===== src/rtl/load_unit.sv =====
// Load unit: accepts one load request at a time, checks alignment, issues a
// read on the data bus, then extracts and extends the addressed field from
// the returned 64-bit word and holds it until the consumer takes it.
//
// state | meaning
// ------+-------------------------------------------------------------
// IDLE  | ready for a new request (req_ready=1)
// REQ   | read request on the bus, waiting for address acceptance
// WAIT  | address accepted, waiting for read data
// DONE  | result (or misalignment error) held on out_* until out_ready
module load_unit (
   input  logic        clk,
   input  logic        reset,
   input  logic        req_valid,
   output logic        req_ready,
   input  logic [63:0] req_addr,
   input  logic [1:0]  req_msize,
   input  logic        req_unsigned,
   output logic        dreq_valid,
   output logic [63:0] dreq_addr,
   output logic [1:0]  dreq_size,
   output logic [7:0]  dreq_strobe,
   input  logic        dresp_addr_ok,
   input  logic        dresp_data_ok,
   input  logic [63:0] dresp_data,
   output logic        out_valid,
   input  logic        out_ready,
   output logic [63:0] out_data,
   output logic        out_err
);

   // access size encoding: byte count = 1 << msize
   localparam logic [1:0] MSIZE1 = 2'd0;
   localparam logic [1:0] MSIZE2 = 2'd1;
   localparam logic [1:0] MSIZE4 = 2'd2;
   localparam logic [1:0] MSIZE8 = 2'd3;

   typedef enum logic [1:0] {
      S_IDLE = 2'd0,
      S_REQ  = 2'd1,
      S_WAIT = 2'd2,
      S_DONE = 2'd3
   } state_t;

   state_t      r_state;
   state_t      w_state_nxt;

   logic [63:0] r_addr;
   logic [1:0]  r_size;
   logic        r_unsigned;
   logic [63:0] r_out_data;
   logic        r_err;

   logic        w_accept;
   logic        w_misaligned;
   logic        w_capture;
   logic [5:0]  w_shift;
   logic [63:0] w_shifted;
   logic [63:0] w_result;

   logic        w_req_ready;
   logic        w_dreq_valid;
   logic        w_out_valid;

   assign w_accept = (r_state == S_IDLE) && req_valid;

   // capture only in REQ (with address accept) or WAIT; data_ok elsewhere is dropped
   assign w_capture = ((r_state == S_REQ) && dresp_addr_ok && dresp_data_ok) ||
                      ((r_state == S_WAIT) && dresp_data_ok);

   // alignment check on the incoming request, evaluated at accept time
   always_comb begin
      w_misaligned = 1'b0;
      case (req_msize)
         MSIZE1:  w_misaligned = 1'b0;
         MSIZE2:  w_misaligned = req_addr[0];
         MSIZE4:  w_misaligned = |req_addr[1:0];
         MSIZE8:  w_misaligned = |req_addr[2:0];
         default: w_misaligned = 1'b0;
      endcase
   end

   // bring the addressed field down to bit 0 of the bus word
   always_comb begin
      w_shift = 6'd0;
      case (r_size)
         MSIZE1:  w_shift = {r_addr[2:0], 3'b000};
         MSIZE2:  w_shift = {r_addr[2:1], 4'b0000};
         MSIZE4:  w_shift = {r_addr[2], 5'b00000};
         MSIZE8:  w_shift = 6'd0;
         default: w_shift = 6'd0;
      endcase
      w_shifted = dresp_data >> w_shift;
   end

   // sign- or zero-extend the extracted field to 64 bits
   always_comb begin
      w_result = w_shifted;
      case (r_size)
         MSIZE1:  w_result = {{56{~r_unsigned & w_shifted[7]}},  w_shifted[7:0]};
         MSIZE2:  w_result = {{48{~r_unsigned & w_shifted[15]}}, w_shifted[15:0]};
         MSIZE4:  w_result = {{32{~r_unsigned & w_shifted[31]}}, w_shifted[31:0]};
         MSIZE8:  w_result = w_shifted;
         default: w_result = w_shifted;
      endcase
   end

   // state register
   always_ff @(posedge clk) begin
      if (reset) begin
         r_state <= S_IDLE;
      end else begin
         r_state <= w_state_nxt;
      end
   end

   // next-state decode
   always_comb begin
      w_state_nxt = r_state;
      case (r_state)
         S_IDLE: begin
            if (req_valid) begin
               w_state_nxt = w_misaligned ? S_DONE : S_REQ;
            end
         end
         S_REQ: begin
            if (dresp_addr_ok) begin
               w_state_nxt = dresp_data_ok ? S_DONE : S_WAIT;
            end
         end
         S_WAIT: begin
            if (dresp_data_ok) begin
               w_state_nxt = S_DONE;
            end
         end
         S_DONE: begin
            if (out_ready) begin
               w_state_nxt = S_IDLE;
            end
         end
         default: w_state_nxt = S_IDLE;
      endcase
   end

   // state-decoded handshake outputs
   always_comb begin
      w_req_ready  = 1'b0;
      w_dreq_valid = 1'b0;
      w_out_valid  = 1'b0;
      case (r_state)
         S_IDLE:  w_req_ready  = 1'b1;
         S_REQ:   w_dreq_valid = 1'b1;
         S_WAIT:  w_dreq_valid = 1'b0;
         S_DONE:  w_out_valid  = 1'b1;
         default: w_req_ready  = 1'b0;
      endcase
   end

   // request fields latch on accept and hold through the access
   always_ff @(posedge clk) begin
      if (reset) begin
         r_addr     <= 64'd0;
         r_size     <= MSIZE1;
         r_unsigned <= 1'b0;
      end else if (w_accept) begin
         r_addr     <= req_addr;
         r_size     <= req_msize;
         r_unsigned <= req_unsigned;
      end
   end

   // result register: cleared on accept (error path leaves it zero), loaded on capture
   always_ff @(posedge clk) begin
      if (reset) begin
         r_out_data <= 64'd0;
         r_err      <= 1'b0;
      end else if (w_accept) begin
         r_out_data <= 64'd0;
         r_err      <= w_misaligned;
      end else if (w_capture) begin
         r_out_data <= w_result;
         r_err      <= 1'b0;
      end
   end

   assign req_ready   = w_req_ready;
   assign dreq_valid  = w_dreq_valid;
   assign dreq_addr   = r_addr;
   assign dreq_size   = r_size;
   assign dreq_strobe = 8'h00;
   assign out_valid   = w_out_valid;
   assign out_data    = r_out_data;
   assign out_err     = r_err;

endmodule


===== config.mk =====
export PLATFORM = sky130hd
export DESIGN_NAME = load_unit
export DESIGN_NICKNAME = d
export VERILOG_FILES = /design/src/rtl/load_unit.sv
export SDC_FILE = /design/constraint.sdc
export NUM_CORES = 1
export LEC_CHECK = 0
export CAP_MARGIN = 20
export CORE_UTILIZATION = 42
export CTS_CLUSTER_DIAMETER = 100
export DETAILED_ROUTE_END_ITERATION = 12
export GPL_ROUTABILITY_DRIVEN = 1
export HOLD_SLACK_MARGIN = 0.05
export PLACE_DENSITY = 0.87
export REMOVE_ABC_BUFFERS = 1
export SLEW_MARGIN = 20
export SYNTH_ARGS = -nofsm -noshare
export SYNTH_HDL_FRONTEND = slang
export SYNTH_SLANG_ARGS = --single-unit

===== constraint.sdc =====
create_clock -name clk -period 3 [get_ports clk]
set_clock_uncertainty 0.1 [all_clocks]
set_input_delay 0.6 -clock clk [delete_from_list [all_inputs] [get_ports clk]]
set_output_delay 0.6 -clock clk [all_outputs]
set_load 0.005 [all_outputs]

==> flow_summary.html, run 1 <==
<table>
<tr><th>Metric</th><th>Value</th></tr>
<tr><th colspan="2">Synth</th></tr>
<tr><td>Number of cells produced by synthesis</td><td>651</td></tr>
<tr><td>Sequential share of the synthesized area</td><td>44.6%</td></tr>
<tr><td>Most numerous cell in the Yosys netlist</td><td>dfxtp_1</td></tr>
<tr><td>Count of cell types in the netlist</td><td>48</td></tr>
<tr><td>Cell taking the most area after synthesis</td><td>dfxtp_1</td></tr>
<tr><td>Netlist area before placement</td><td>0.00601 sq mm</td></tr>
<tr><td>Top flip-flop cell by instance count after synthesis</td><td>dfxtp_1</td></tr>
<tr><td>FF+latch count, synth</td><td>134</td></tr>
<tr><td>Top post-synthesis cells by area</td><td>dfxtp_1, a22o_1, a31oi_1</td></tr>
<tr><td>Most common library cells after synthesis</td><td>dfxtp_1, nand2_1, a22o_1</td></tr>
<tr><td>Mean post-synth cell area</td><td>9.24 sq um</td></tr>
<tr><td>Async set-reset flop share out of synthesis</td><td>0%</td></tr>
<tr><td>Yosys warns</td><td>0</td></tr>
<tr><td>Top cell type's share of synthesized area</td><td>44.6%</td></tr>
<tr><td>Count of flip-flops with a built-in enable after synthesis</td><td>0</td></tr>
<tr><th colspan="2">Clocking</th></tr>
<tr><td>Setup Fix Bufs, Post-CTS</td><td>0</td></tr>
<tr><td>CTS Hold Bufs</td><td>0</td></tr>
<tr><td>Clock transition at the register clock pins on the worst setup and hold paths after CTS</td><td>0.06 ns</td></tr>
<tr><td># H-tree levels</td><td>4</td></tr>
<tr><td>Clock tree from TritonCTS</td><td>done</td></tr>
<tr><td>Clock root cell</td><td>clkbuf_16</td></tr>
<tr><td>Maximum count of clock buffers along a single path</td><td>2</td></tr>
<tr><td>Clk_lat worst skew</td><td>0.41 ns</td></tr>
<tr><td>Clock buffer count from CTS</td><td>17</td></tr>
<tr><td>Resized cells post-CTS</td><td>0</td></tr>
<tr><td># clock sinks</td><td>134</td></tr>
<tr><th colspan="2">Placed design</th></tr>
<tr><td>Setup slack after placement</td><td>0.245 ns</td></tr>
<tr><td>Count of input and output buffers</td><td>270</td></tr>
<tr><td>Gp weighted congestion</td><td>0.905</td></tr>
<tr><td>Total half-perimeter wirelength after legalization and detailed placement</td><td>14,700 microns</td></tr>
<tr><td>Placed cells</td><td>1,060</td></tr>
<tr><th colspan="2">Global routing</th></tr>
<tr><td>Number of global-route vias before repair</td><td>6,059</td></tr>
<tr><td>Global-route wire length before repair</td><td>31,600 microns</td></tr>
<tr><td>Sum of overflow across all layers after global routing</td><td>0</td></tr>
<tr><td>Maximum number of pins on one net before global-route repair</td><td>63</td></tr>
<tr><td>Number of antenna violations at the first check in global routing</td><td>0</td></tr>
<tr><td>GRT Resource Usage Total</td><td>27.5%</td></tr>
<tr><th colspan="2">Critical path</th></tr>
<tr><td>Critical path fanouts, max</td><td>18</td></tr>
<tr><td>Data arrival, critical path</td><td>1.86 ns</td></tr>
<tr><td>Nature of the critical path startpoint</td><td>flop</td></tr>
<tr><td>Worst path required time</td><td>2.30 ns</td></tr>
<tr><td>Setup CP Type</td><td>reg2out</td></tr>
<tr><td>Setup crit end kind</td><td>output pin</td></tr>
<tr><th colspan="2">Job</th></tr>
<tr><td>Total of max-cap violations</td><td>0</td></tr>
<tr><th colspan="2">STA</th></tr>
<tr><td>Worst Hold Slack</td><td>0.364 ns</td></tr>
<tr><td>Hold violation total from the final report</td><td>0</td></tr>
<tr><td>Ratio of final minimum period to clock period</td><td>85.3%</td></tr>
<tr><td>Highest clock frequency the design can meet</td><td>391 MHz</td></tr>
<tr><td>Max_slew headroom</td><td>58.0%</td></tr>
<tr><td>Pin slew with the least headroom to its limit</td><td>0.629 ns</td></tr>
<tr><td>Worst Setup Slack, final</td><td>0.441 ns</td></tr>
<tr><td>Final worst path period need</td><td>2.56 ns</td></tr>
<tr><td>Final number of max-transition violations</td><td>0</td></tr>
<tr><td>Unrepaired setup endpoints after global routing</td><td>no</td></tr>
<tr><td>Endpoints failing setup</td><td>0</td></tr>
<tr><th colspan="2">Route</th></tr>
<tr><td>Vias</td><td>6,470</td></tr>
<tr><td>Count of nets left with antenna violations after detail routing</td><td>0</td></tr>
<tr><td>Post-detailed-routing wire length</td><td>21,100 microns</td></tr>
<tr><td>DRC violations left</td><td>0</td></tr>
<tr><td>Routed WL per cell</td><td>19.3 microns</td></tr>
<tr><td>First-pass iteration count of the detailed router</td><td>6</td></tr>
<tr><td>Violation count after the first detailed-routing iteration</td><td>713</td></tr>
<tr><td>Mean number of vias per cell</td><td>5.92</td></tr>
<tr><th colspan="2">Floorplanning</th></tr>
<tr><td>CORE AREA</td><td>0.0139 sq mm</td></tr>
<tr><td>I/O pins</td><td>279</td></tr>
<tr><td>Effective utilization at floorplan</td><td>43.1%</td></tr>
<tr><td>Die height</td><td>122 microns</td></tr>
<tr><td>Horiz. Die Dim</td><td>122 microns</td></tr>
<tr><td>DIE AREA</td><td>0.0148 sq mm</td></tr>
<tr><td>Placement row count</td><td>43</td></tr>
<tr><th colspan="2">Cells and area</th></tr>
<tr><td>Non-Filler Instances</td><td>1,092</td></tr>
<tr><td>Antenna fix cells</td><td>0</td></tr>
<tr><td>Share of post-route cells with drive strength above 1</td><td>9.43%</td></tr>
<tr><td>Fill cell count</td><td>1,096</td></tr>
<tr><td>Layout overhead on the synthesized area</td><td>58.0%</td></tr>
<tr><td>Number of nets in the final layout</td><td>1,040</td></tr>
<tr><th colspan="2">Power</th></tr>
<tr><td>Tot Pwr</td><td>7.27 mW</td></tr>
<tr><td>Leakage power total</td><td>3.63 nW</td></tr>
<tr><td>Power per Cell Area</td><td>765 mW/mm^2</td></tr>
<tr><td>Worst-case vdd ir drop</td><td>0.000513 V</td></tr>
<tr><th colspan="2">Status</th></tr>
<tr><td>Result of the run</td><td>finished clean</td></tr>
<tr><th colspan="2">Worst hold path</th></tr>
<tr><td>HP Class</td><td>reg2reg</td></tr>
</table>
[sequential cells by signal (all words and copies together) (netlist names)]
signal and count:
dreq_size 2, out_data 64, r_unsigned 1, dreq_addr 64
out_err 1, r_state 2
[through the flow]
stage	TNS, ns	cell area [sq um]	util, %
6_report	0	9500	68.2
2_1_floorplan	-314.10	5660	-
3_5_place_dp	0	8870	63.6
3_3_place_gp	0	8870	63.6
5_1_grt	0	9500	68.2
4_1_cts	0	9500	68.2
[metal layers]
metal / vias up / global-route usage (%) / wire length (microns)
li1: 2916 / - / -
met1: 3093 / 35.2 / 8340
met2: 398 / 45.0 / 10300
met3: 63 / 5.99 / 1810
met4: 0 / 11.3 / 661
met5: - / 0 / 0
[placed cells by master, fill, tap and decap left out, types with 2 or more instances in the layout]
cell type / n
a211o_1: 6
a21oi_1: 49
a22o_1: 68
a311oi_1: 6
a31oi_1: 57
buf_12: 3
buf_4: 24
bufinv_16: 4
clkbuf_1: 2
clkbuf_16: 17
clkbuf_8: 2
clkdlybuf4s50_1: 270
clkinv_2: 2
clkinvlp_4: 3
conb_1: 8
dfxtp_1: 134
ha_1: 4
inv_1: 10
inv_6: 2
mux2_2: 3
mux2i_1: 6
mux4_2: 15
nand2_1: 85
nand2b_1: 4
nand3_1: 9
nor2_1: 8
nor2_4: 2
nor2b_1: 3
nor2b_2: 2
nor3_1: 8
o211ai_1: 8
o21ai_0: 63
[cell type report]
type | instances | area (sq um) | area share [%]
sequential | 134 | 2680 | 28.2
timing repair buffer | 297 | 2940 | 31.0
clock inverter | 11 | 170 | 1.79
tap | 180 | 225 | 2.37
inverter | 10 | 37.5 | 0.395
multi-input combinational | 439 | 2980 | 31.4
clock buffer | 21 | 460 | 4.85
[logic make-up after synthesis]
family / Yosys count / synth area share (%)
adder cells (fa/ha/maj): 4 / 0.832
multiplexers: 25 / 7.62
AO/OA/AOI/OAI: 271 / 30.0
flip-flops: 134 / 44.6
AND/OR/NAND/NOR: 131 / 9.91
buffers and inverters: 85 / 6.99
other: 1 / 0.0624
[final timing paths]
kind / start / end / slack, ns / depth (start not counted)
max: dreq_size[1] / dreq_size[1] / 0.44 / 2
min: out_data[8] / out_data[8] / 0.36 / 1
max reg2reg: dreq_addr[0] / out_data[35] / 0.46 / 7
min reg2reg: out_data[8] / out_data[8] / 0.36 / 1
[report_power, final]
| part | internal, mW | leakage [nW] | switching, mW | total (mW) |
|---|---|---|---|---|
| registers | 2.16 | 1.09 | 0.242 | 2.40 |
| logic | 1.38 | 2.24 | 1.25 | 2.63 |
| clock network | 1.44 | 0.300 | 0.798 | 2.24 |
[worst max-delay path, stage by stage, from the launching register on]
cell	delay, ns
dfxtp_1	0.55
buf_4	0.34
clkdlybuf4s50_1	0.55
Note: power is estimated with default switching activity, not from simulation.
==> inputs of run 2 (changes only) <==
CORE_UTILIZATION = 45   (was 42)
DONT_BUFFER_PORTS = 1   (was unset)
PLACE_DENSITY = 0.66   (was 0.87)
==> run 2 against run 1 <==
- count of clock-buffer cells in the layout shrank 2
- global-route usage is 1.6 points lower
- sequential cell count is the same
- sequential power up 5%
- worst setup slack got worse by 0.0090 ns
- die area shrank 6.6%
- non-clock buffer count fell by 270
- hold slack lost 0.21 ns
- register-to-register slack worse by 0.03 ns
- largest power group is now sequential cells
- sequential share of layout area grew 12 points
- core utilization fell by 16 points
- clock power down 4%
==> flow_summary.html, run 2 (synthesis results as in run 1) <==
<table>
<tr><th>Metric</th><th>Value</th></tr>
<tr><th colspan="2">Placed design</th></tr>
<tr><td>Setup slack after placement</td><td>0.481 ns (was 0.245 ns)</td></tr>
<tr><td>Gp weighted congestion</td><td>0.865 (was 0.905)</td></tr>
<tr><td>Count of input and output buffers</td><td>0 (was 270)</td></tr>
<tr><td>Placed cells</td><td>782 (was 1,060)</td></tr>
<tr><td>Total half-perimeter wirelength after legalization and detailed placement</td><td>12,500 microns (was 14,700 microns)</td></tr>
<tr><th colspan="2">Cells and area</th></tr>
<tr><td>Multi-input gate area</td><td>0.00298 sq mm (unchanged)</td></tr>
<tr><td>Layout overhead on the synthesized area</td><td>12.3% (was 58.0%)</td></tr>
<tr><td>Number of nets in the final layout</td><td>770 (was 1,040)</td></tr>
<tr><td>Commonest non-fill, non-tap cells in the layout</td><td>dfxtp_1, nand2_1, a22o_1 (was clkdlybuf4s50_1, dfxtp_1, nand2_1)</td></tr>
<tr><td>Share of post-route cells with drive strength above 1</td><td>13.6% (was 9.43%)</td></tr>
<tr><td>Antenna fix cells</td><td>0 (unchanged)</td></tr>
<tr><td>Non-Filler Instances</td><td>813 (was 1,092)</td></tr>
<tr><td>Register Area</td><td>0.00268 sq mm (unchanged)</td></tr>
<tr><td>Fill cell count</td><td>1,179 (was 1,096)</td></tr>
<tr><td>Commonest non-fill, non-tap cell in the layout</td><td>dfxtp_1 (was clkdlybuf4s50_1)</td></tr>
<tr><th colspan="2">Power</th></tr>
<tr><td>Share of power burned in the clock network</td><td>34.4% (was 30.8%)</td></tr>
<tr><td>Net switching component of the power</td><td>2.12 mW (was 2.29 mW)</td></tr>
<tr><td>Leakage power total</td><td>2.62 nW (was 3.63 nW)</td></tr>
<tr><td>Worst-case vdd ir drop</td><td>0.000487 V (was 0.000513 V)</td></tr>
<tr><td>Power per Cell Area</td><td>930 mW/mm^2 (was 765 mW/mm^2)</td></tr>
<tr><td>Cell Int Power</td><td>4.15 mW (was 4.98 mW)</td></tr>
<tr><td>Combinational share of power</td><td>25.5% (was 36.2%)</td></tr>
<tr><td>Sequential group share of total power</td><td>40.1% (was 33.0%)</td></tr>
<tr><td>Share of total power consumed by net switching</td><td>33.8% (was 31.5%)</td></tr>
<tr><th colspan="2">STA</th></tr>
<tr><td>Endpoints failing setup</td><td>0 (unchanged)</td></tr>
<tr><td>Hold violation total from the final report</td><td>0 (unchanged)</td></tr>
<tr><td>Final worst path period need</td><td>2.57 ns (was 2.56 ns)</td></tr>
<tr><td>Highest clock frequency the design can meet</td><td>389 MHz (was 391 MHz)</td></tr>
<tr><td>Final number of max-transition violations</td><td>0 (unchanged)</td></tr>
<tr><td>Worst Setup Slack, final</td><td>0.432 ns (was 0.441 ns)</td></tr>
<tr><td>Pin slew with the least headroom to its limit</td><td>0.672 ns (was 0.629 ns)</td></tr>
<tr><td>Ratio of final minimum period to clock period</td><td>85.6% (was 85.3%)</td></tr>
<tr><td>Fin Setup TNS</td><td>0 ns (unchanged)</td></tr>
<tr><td>Max_slew headroom</td><td>55.2% (was 58.0%)</td></tr>
<tr><td>Unrepaired setup endpoints after global routing</td><td>no (unchanged)</td></tr>
<tr><th colspan="2">Status</th></tr>
<tr><td>Result of the run</td><td>finished clean (unchanged)</td></tr>
<tr><th colspan="2">Global routing</th></tr>
<tr><td>Maximum number of pins on one net before global-route repair</td><td>69 (was 63)</td></tr>
<tr><td>Sum of overflow across all layers after global routing</td><td>0 (unchanged)</td></tr>
<tr><td>Global-route wire length before repair</td><td>28,400 microns (was 31,600 microns)</td></tr>
<tr><td>Number of antenna violations at the first check in global routing</td><td>0 (unchanged)</td></tr>
<tr><td>GRT Resource Usage Total</td><td>25.9% (was 27.5%)</td></tr>
<tr><td>Number of global-route vias before repair</td><td>4,989 (was 6,059)</td></tr>
<tr><th colspan="2">Critical path</th></tr>
<tr><td>Worst reg-to-reg path cell count</td><td>7 (unchanged)</td></tr>
<tr><td>R2r endpoint</td><td>out_data[17] (was out_data[35])</td></tr>
<tr><td>Critical path destination</td><td>out_data[17] (was dreq_size[1])</td></tr>
<tr><td>Data arrival, critical path</td><td>2.74 ns (was 1.86 ns)</td></tr>
<tr><td>Nature of the critical path startpoint</td><td>flop (unchanged)</td></tr>
<tr><td>R2r setup slk</td><td>0.43 ns (was 0.46 ns)</td></tr>
<tr><td>Setup CP Type</td><td>reg2reg (was reg2out)</td></tr>
<tr><td>Start of the worst register-to-register path</td><td>dreq_size[0] (was dreq_addr[0])</td></tr>
<tr><td>Critical path fanouts, max</td><td>31 (was 18)</td></tr>
<tr><td>Worst path required time</td><td>3.17 ns (was 2.30 ns)</td></tr>
<tr><td>Setup crit end kind</td><td>flop (was output pin)</td></tr>
<tr><td>Launch point of the critical path</td><td>dreq_size[0] (was dreq_size[1])</td></tr>
<tr><th colspan="2">Floorplanning</th></tr>
<tr><td>Horiz. Die Dim</td><td>118 microns (was 122 microns)</td></tr>
<tr><td>CORE AREA</td><td>0.0128 sq mm (was 0.0139 sq mm)</td></tr>
<tr><td>Effective utilization at floorplan</td><td>46.9% (was 43.1%)</td></tr>
<tr><td>Die height</td><td>118 microns (was 122 microns)</td></tr>
<tr><td>Placement row count</td><td>41 (was 43)</td></tr>
<tr><td>DIE AREA</td><td>0.0138 sq mm (was 0.0148 sq mm)</td></tr>
<tr><td>I/O pins</td><td>279 (unchanged)</td></tr>
<tr><th colspan="2">Clocking</th></tr>
<tr><td># H-tree levels</td><td>4 (unchanged)</td></tr>
<tr><td># clock sinks</td><td>134 (unchanged)</td></tr>
<tr><td>Clock root cell</td><td>clkbuf_16 (unchanged)</td></tr>
<tr><td>Setup Fix Bufs, Post-CTS</td><td>0 (unchanged)</td></tr>
<tr><td>CTS Hold Bufs</td><td>0 (unchanged)</td></tr>
<tr><td>Clock buffer count from CTS</td><td>17 (unchanged)</td></tr>
<tr><td>Clk_lat worst skew</td><td>0.41 ns (about the same)</td></tr>
<tr><td>Resized cells post-CTS</td><td>0 (unchanged)</td></tr>
<tr><td>Maximum count of clock buffers along a single path</td><td>2 (unchanged)</td></tr>
<tr><td>Clock transition at the register clock pins on the worst setup and hold paths after CTS</td><td>0.06 ns (about the same)</td></tr>
<tr><td>Clock tree from TritonCTS</td><td>done (unchanged)</td></tr>
<tr><th colspan="2">Route</th></tr>
<tr><td>Post-detailed-routing wire length</td><td>18,200 microns (was 21,100 microns)</td></tr>
<tr><td>DRC violations left</td><td>0 (unchanged)</td></tr>
<tr><td>Count of nets left with antenna violations after detail routing</td><td>0 (unchanged)</td></tr>
<tr><td>Vias</td><td>5,312 (was 6,470)</td></tr>
<tr><td>Routed WL per cell</td><td>22.4 microns (was 19.3 microns)</td></tr>
<tr><td>Mean number of vias per cell</td><td>6.53 (was 5.92)</td></tr>
<tr><td>Violation count after the first detailed-routing iteration</td><td>554 (was 713)</td></tr>
<tr><td>First-pass iteration count of the detailed router</td><td>5 (was 6)</td></tr>
<tr><th colspan="2">Job</th></tr>
<tr><td>Total of max-cap violations</td><td>0 (unchanged)</td></tr>
<tr><th colspan="2">Worst hold path</th></tr>
<tr><td>HP Class</td><td>in2reg (was reg2reg)</td></tr>
</table>
-- run 2: worst max-delay path: stages (launching register included) --
cell       delay [ns]
dfxtp_1          0.71
nand2b_1         0.44
a21oi_1          0.12
a2bb2oi_1        0.15
and4b_1          0.25
nor4_4           0.15
buf_4            0.36
a31oi_1          0.13
-- run 2: stage by stage --
stage	util (%)	hold slack (ns)	area [sq um]	total power, mW
after CTS	52.6	0.136	6750	6.30
final	52.6	0.155	6750	6.27
after global placement	47.8	0.392	6130	4.06
after detailed placement	47.8	0.391	6130	4.12
after global routing	52.6	0.140	6750	6.58
after floorplan	-	0.361	5660	3.56
-- run 2: final cells by class --
class / instances / share of cell area, %
Clock buffer: 19 / 6.71
Sequential cell: 134 / 39.7
Multi-Input combinational cell: 439 / 44.1
Inverter: 10 / 0.556
Tap cell: 172 / 3.19
Clock inverter: 12 / 2.48
Timing Repair Buffer: 27 / 3.19
-- run 2: per-layer routing --
metal | share of wire [%] | track usage [%]
met5 | 0 | 0
met2 | 47 | 40.5
met1 | 38 | 31.5
met4 | 2.9 | 11.2
met3 | 12 | 10.4
-- run 2: worst min-delay path by stage --
| stage | from | endpoint | slack, ns | depth (start not counted) |
|---|---|---|---|---|
| 2_1_floorplan | out_data[14] | out_data[14] | 0.36 | 1 |
| 3_3_place_gp | dreq_addr[46] | dreq_addr[46] | 0.39 | 1 |
| 3_5_place_dp | dreq_addr[57] | dreq_addr[57] | 0.39 | 1 |
| 4_1_cts | reset | r_state[0] | 0.14 | 1 |
| 5_1_grt | reset | r_state[0] | 0.14 | 1 |
| 6_report | reset | r_state[0] | 0.16 | 1 |
-- run 2: power by group through the flow --
stage                     registers, mW  clock network (mW)  logic (mW)
after detailed placement           2.55                   0        1.57
after CTS                          2.51                2.20        1.58
after floorplan                    2.43                   0        1.13
after global placement             2.54                   0        1.52
after global routing               2.55                2.27        1.76
final                              2.51                2.16        1.60
==> inputs of run 3 (changes only) <==
CORE_MARGIN = 10   (was unset)
CORE_UTILIZATION = 63   (was 45)
PLACE_DENSITY = 0.85   (was 0.66)
SETUP_SLACK_MARGIN = 0.5   (was unset)
==> run 3 against run 2 <==
- sequential power up 2%
- routed wire length up 16%
- cell count down 4.7%
- sequential cell count unchanged
- power down 0.82%
- via count up 5.8%
- cell area down 0.61%
- clock power down 6%
- critical path type unchanged
- critical endpoint is now out_data[41]
- largest power group unchanged
==> flow_summary.html, run 3 (synthesis results as in run 1) <==
<table>
<tr><th>Metric</th><th>Value</th></tr>
<tr><th colspan="2">Cells and area</th></tr>
<tr><td>Commonest non-fill, non-tap cells in the layout</td><td>dfxtp_1, nand2_1, a22o_1 (unchanged)</td></tr>
<tr><td>Commonest non-fill, non-tap cell in the layout</td><td>dfxtp_1 (unchanged)</td></tr>
<tr><td>Number of nets in the final layout</td><td>775 (was 770)</td></tr>
<tr><td>Layout overhead on the synthesized area</td><td>11.6% (was 12.3%)</td></tr>
<tr><td>Share of post-route cells with drive strength above 1</td><td>14.9% (was 13.6%)</td></tr>
<tr><td>Fill cell count</td><td>664 (was 1,179)</td></tr>
<tr><td>Antenna fix cells</td><td>0 (unchanged)</td></tr>
<tr><th colspan="2">Floorplanning</th></tr>
<tr><td>Horiz. Die Dim</td><td>118 microns (about the same)</td></tr>
<tr><td>Die height</td><td>118 microns (about the same)</td></tr>
<tr><td>DIE AREA</td><td>0.0138 sq mm (about the same)</td></tr>
<tr><td>I/O pins</td><td>279 (unchanged)</td></tr>
<tr><td>Placement row count</td><td>35 (was 41)</td></tr>
<tr><td>Effective utilization at floorplan</td><td>64.8% (was 46.9%)</td></tr>
<tr><td>CORE AREA</td><td>0.00928 sq mm (was 0.0128 sq mm)</td></tr>
<tr><th colspan="2">Critical path</th></tr>
<tr><td>Critical path fanouts, max</td><td>24 (was 31)</td></tr>
<tr><td>Setup CP Type</td><td>reg2reg (unchanged)</td></tr>
<tr><td>Nature of the critical path startpoint</td><td>flop (unchanged)</td></tr>
<tr><td>Data arrival, critical path</td><td>2.66 ns (was 2.74 ns)</td></tr>
<tr><td>Setup crit end kind</td><td>flop (unchanged)</td></tr>
<tr><td>Worst path required time</td><td>3.27 ns (was 3.17 ns)</td></tr>
<tr><th colspan="2">Power</th></tr>
<tr><td>Net switching component of the power</td><td>2.20 mW (was 2.12 mW)</td></tr>
<tr><td>Share of power burned in the clock network</td><td>32.6% (was 34.4%)</td></tr>
<tr><td>Cell Int Power</td><td>4.02 mW (was 4.15 mW)</td></tr>
<tr><td>Share of total power consumed by net switching</td><td>35.3% (was 33.8%)</td></tr>
<tr><td>Combinational share of power</td><td>26.3% (was 25.5%)</td></tr>
<tr><td>Power per Cell Area</td><td>928 mW/mm^2 (was 930 mW/mm^2)</td></tr>
<tr><td>Worst-case vdd ir drop</td><td>0.000646 V (was 0.000487 V)</td></tr>
<tr><td>Sequential group share of total power</td><td>41.2% (was 40.1%)</td></tr>
<tr><td>Leakage power total</td><td>2.63 nW (was 2.62 nW)</td></tr>
<tr><th colspan="2">Global routing</th></tr>
<tr><td>Number of antenna violations at the first check in global routing</td><td>0 (unchanged)</td></tr>
<tr><td>Number of global-route vias before repair</td><td>5,432 (was 4,989)</td></tr>
<tr><td>Maximum number of pins on one net before global-route repair</td><td>72 (was 69)</td></tr>
<tr><td>Sum of overflow across all layers after global routing</td><td>0 (unchanged)</td></tr>
<tr><td>Global-route wire length before repair</td><td>32,100 microns (was 28,400 microns)</td></tr>
<tr><td>GRT Resource Usage Total</td><td>28.4% (was 25.9%)</td></tr>
<tr><th colspan="2">Worst hold path</th></tr>
<tr><td>HP Class</td><td>in2reg (unchanged)</td></tr>
<tr><th colspan="2">Clocking</th></tr>
<tr><td>Clock transition at the register clock pins on the worst setup and hold paths after CTS</td><td>0.06 ns (about the same)</td></tr>
<tr><td>Clock buffer count from CTS</td><td>17 (unchanged)</td></tr>
<tr><td>Clock root cell</td><td>clkbuf_8 (was clkbuf_16)</td></tr>
<tr><td>Maximum count of clock buffers along a single path</td><td>2 (unchanged)</td></tr>
<tr><td># H-tree levels</td><td>4 (unchanged)</td></tr>
<tr><td>Clk_lat worst skew</td><td>0.51 ns (was 0.41 ns)</td></tr>
<tr><td>Clock tree from TritonCTS</td><td>done (unchanged)</td></tr>
<tr><td># clock sinks</td><td>134 (unchanged)</td></tr>
<tr><th colspan="2">Route</th></tr>
<tr><td>Count of nets left with antenna violations after detail routing</td><td>0 (unchanged)</td></tr>
<tr><td>Mean number of vias per cell</td><td>7.25 (was 6.53)</td></tr>
<tr><td>Vias</td><td>5,620 (was 5,312)</td></tr>
<tr><td>Routed WL per cell</td><td>27.1 microns (was 22.4 microns)</td></tr>
<tr><td>Post-detailed-routing wire length</td><td>21,000 microns (was 18,200 microns)</td></tr>
<tr><td>DRC violations left</td><td>0 (unchanged)</td></tr>
<tr><td>First-pass iteration count of the detailed router</td><td>7 (was 5)</td></tr>
<tr><td>Violation count after the first detailed-routing iteration</td><td>787 (was 554)</td></tr>
<tr><th colspan="2">STA</th></tr>
<tr><td>Hold violation total from the final report</td><td>0 (unchanged)</td></tr>
<tr><td>Pin slew with the least headroom to its limit</td><td>0.723 ns (was 0.672 ns)</td></tr>
<tr><td>Worst Hold Slack</td><td>0.104 ns (was 0.155 ns)</td></tr>
<tr><td>Highest clock frequency the design can meet</td><td>418 MHz (was 389 MHz)</td></tr>
<tr><td>Final number of max-transition violations</td><td>0 (unchanged)</td></tr>
<tr><td>Final worst path period need</td><td>2.39 ns (was 2.57 ns)</td></tr>
<tr><td>Worst Setup Slack, final</td><td>0.608 ns (was 0.432 ns)</td></tr>
<tr><td>Max_slew headroom</td><td>51.7% (was 55.2%)</td></tr>
<tr><td>Fin Setup TNS</td><td>0 ns (unchanged)</td></tr>
<tr><td>Endpoints failing setup</td><td>0 (unchanged)</td></tr>
<tr><td>Unrepaired setup endpoints after global routing</td><td>no (unchanged)</td></tr>
<tr><td>Ratio of final minimum period to clock period</td><td>79.7% (was 85.6%)</td></tr>
<tr><th colspan="2">Placed design</th></tr>
<tr><td>Gp weighted congestion</td><td>0.982 (was 0.865)</td></tr>
<tr><td>Count of input and output buffers</td><td>0 (unchanged)</td></tr>
<tr><td>Setup slack after placement</td><td>0.554 ns (was 0.481 ns)</td></tr>
<tr><td>Total half-perimeter wirelength after legalization and detailed placement</td><td>15,100 microns (was 12,500 microns)</td></tr>
<tr><th colspan="2">Status</th></tr>
<tr><td>Result of the run</td><td>finished clean (unchanged)</td></tr>
<tr><th colspan="2">Job</th></tr>
<tr><td>Total of max-cap violations</td><td>0 (unchanged)</td></tr>
</table>
run 3: cell types whose count changed in the layout (fill, tap and decap cells not counted), sizes merged:
cell / delta
clkbuf: -1
buf: +4
clkinvlp: +2
dlygate4sd3: +1
bufinv: -1
run 3: worst paths after layout:
check / from / to / slack [ns] / cells past startpoint
setup reg to reg: dreq_addr[0] / out_data[41] / 0.61 / 7
hold reg to reg: dreq_addr[10] / dreq_addr[10] / 0.42 / 1
hold / removal: req_addr[51] / dreq_addr[51] / 0.10 / 1
setup / recovery: dreq_addr[0] / out_data[41] / 0.61 / 7
run 3: layout make-up:
cell class                      count  area [sq um]  area share [%]
Clock buffer                       18           428            6.38
Clock inverter                     13           148            2.20
Inverter                           10          37.5           0.560
Multi-Input combinational cell    439          2990            44.5
Sequential cell                   134          2690            40.0
Tap cell                          129           161            2.41
Timing Repair Buffer               32           259            3.86
run 3: through the flow:
stage	util (%)	cell area [sq um]	cells	total power [mW]
floorplan	-	5660	583	3.56
global placement	65.5	6080	740	4.05
detailed placement	65.5	6080	740	4.15
CTS	71.9	6670	772	6.18
global route	72.3	6710	775	6.50
finish	72.3	6710	775	6.22
run 3: what timing repair did:
item,CTS,global route
hold buffers,1,0
endpoints found under the hold margin,2,0
endpoints found under the setup margin,5,56
setup buffers,0,3
gates resized for setup,2,5
run 3: power groups by stage:
stage                     Sequential, mW  Clock, mW  Combinational [mW]
after floorplan                     2.43          0                1.13
after global placement              2.57          0                1.48
after detailed placement            2.59          0                1.56
after CTS                           2.56       2.03                1.58
after global routing                2.60       2.11                1.79
final                               2.56       2.03                1.63
run 3: critical path, cell delays in order, from the launching register on:
cell	delay, ns
dfxtp_2	0.45
nor2b_2	0.25
mux2_2	0.36
a221oi_1	0.25
o21ai_0	0.19
nand4_1	0.19
buf_4	0.30
a31oi_1	0.15
run 3: per-layer routing:
metal,wire length (microns),vias up,GRT usage (%)
met3,2990,92,13.5
met1,7060,2676,30.5
met5,0,-,0
met2,10100,459,46.4
li1,-,2393,-
met4,869,0,13.1
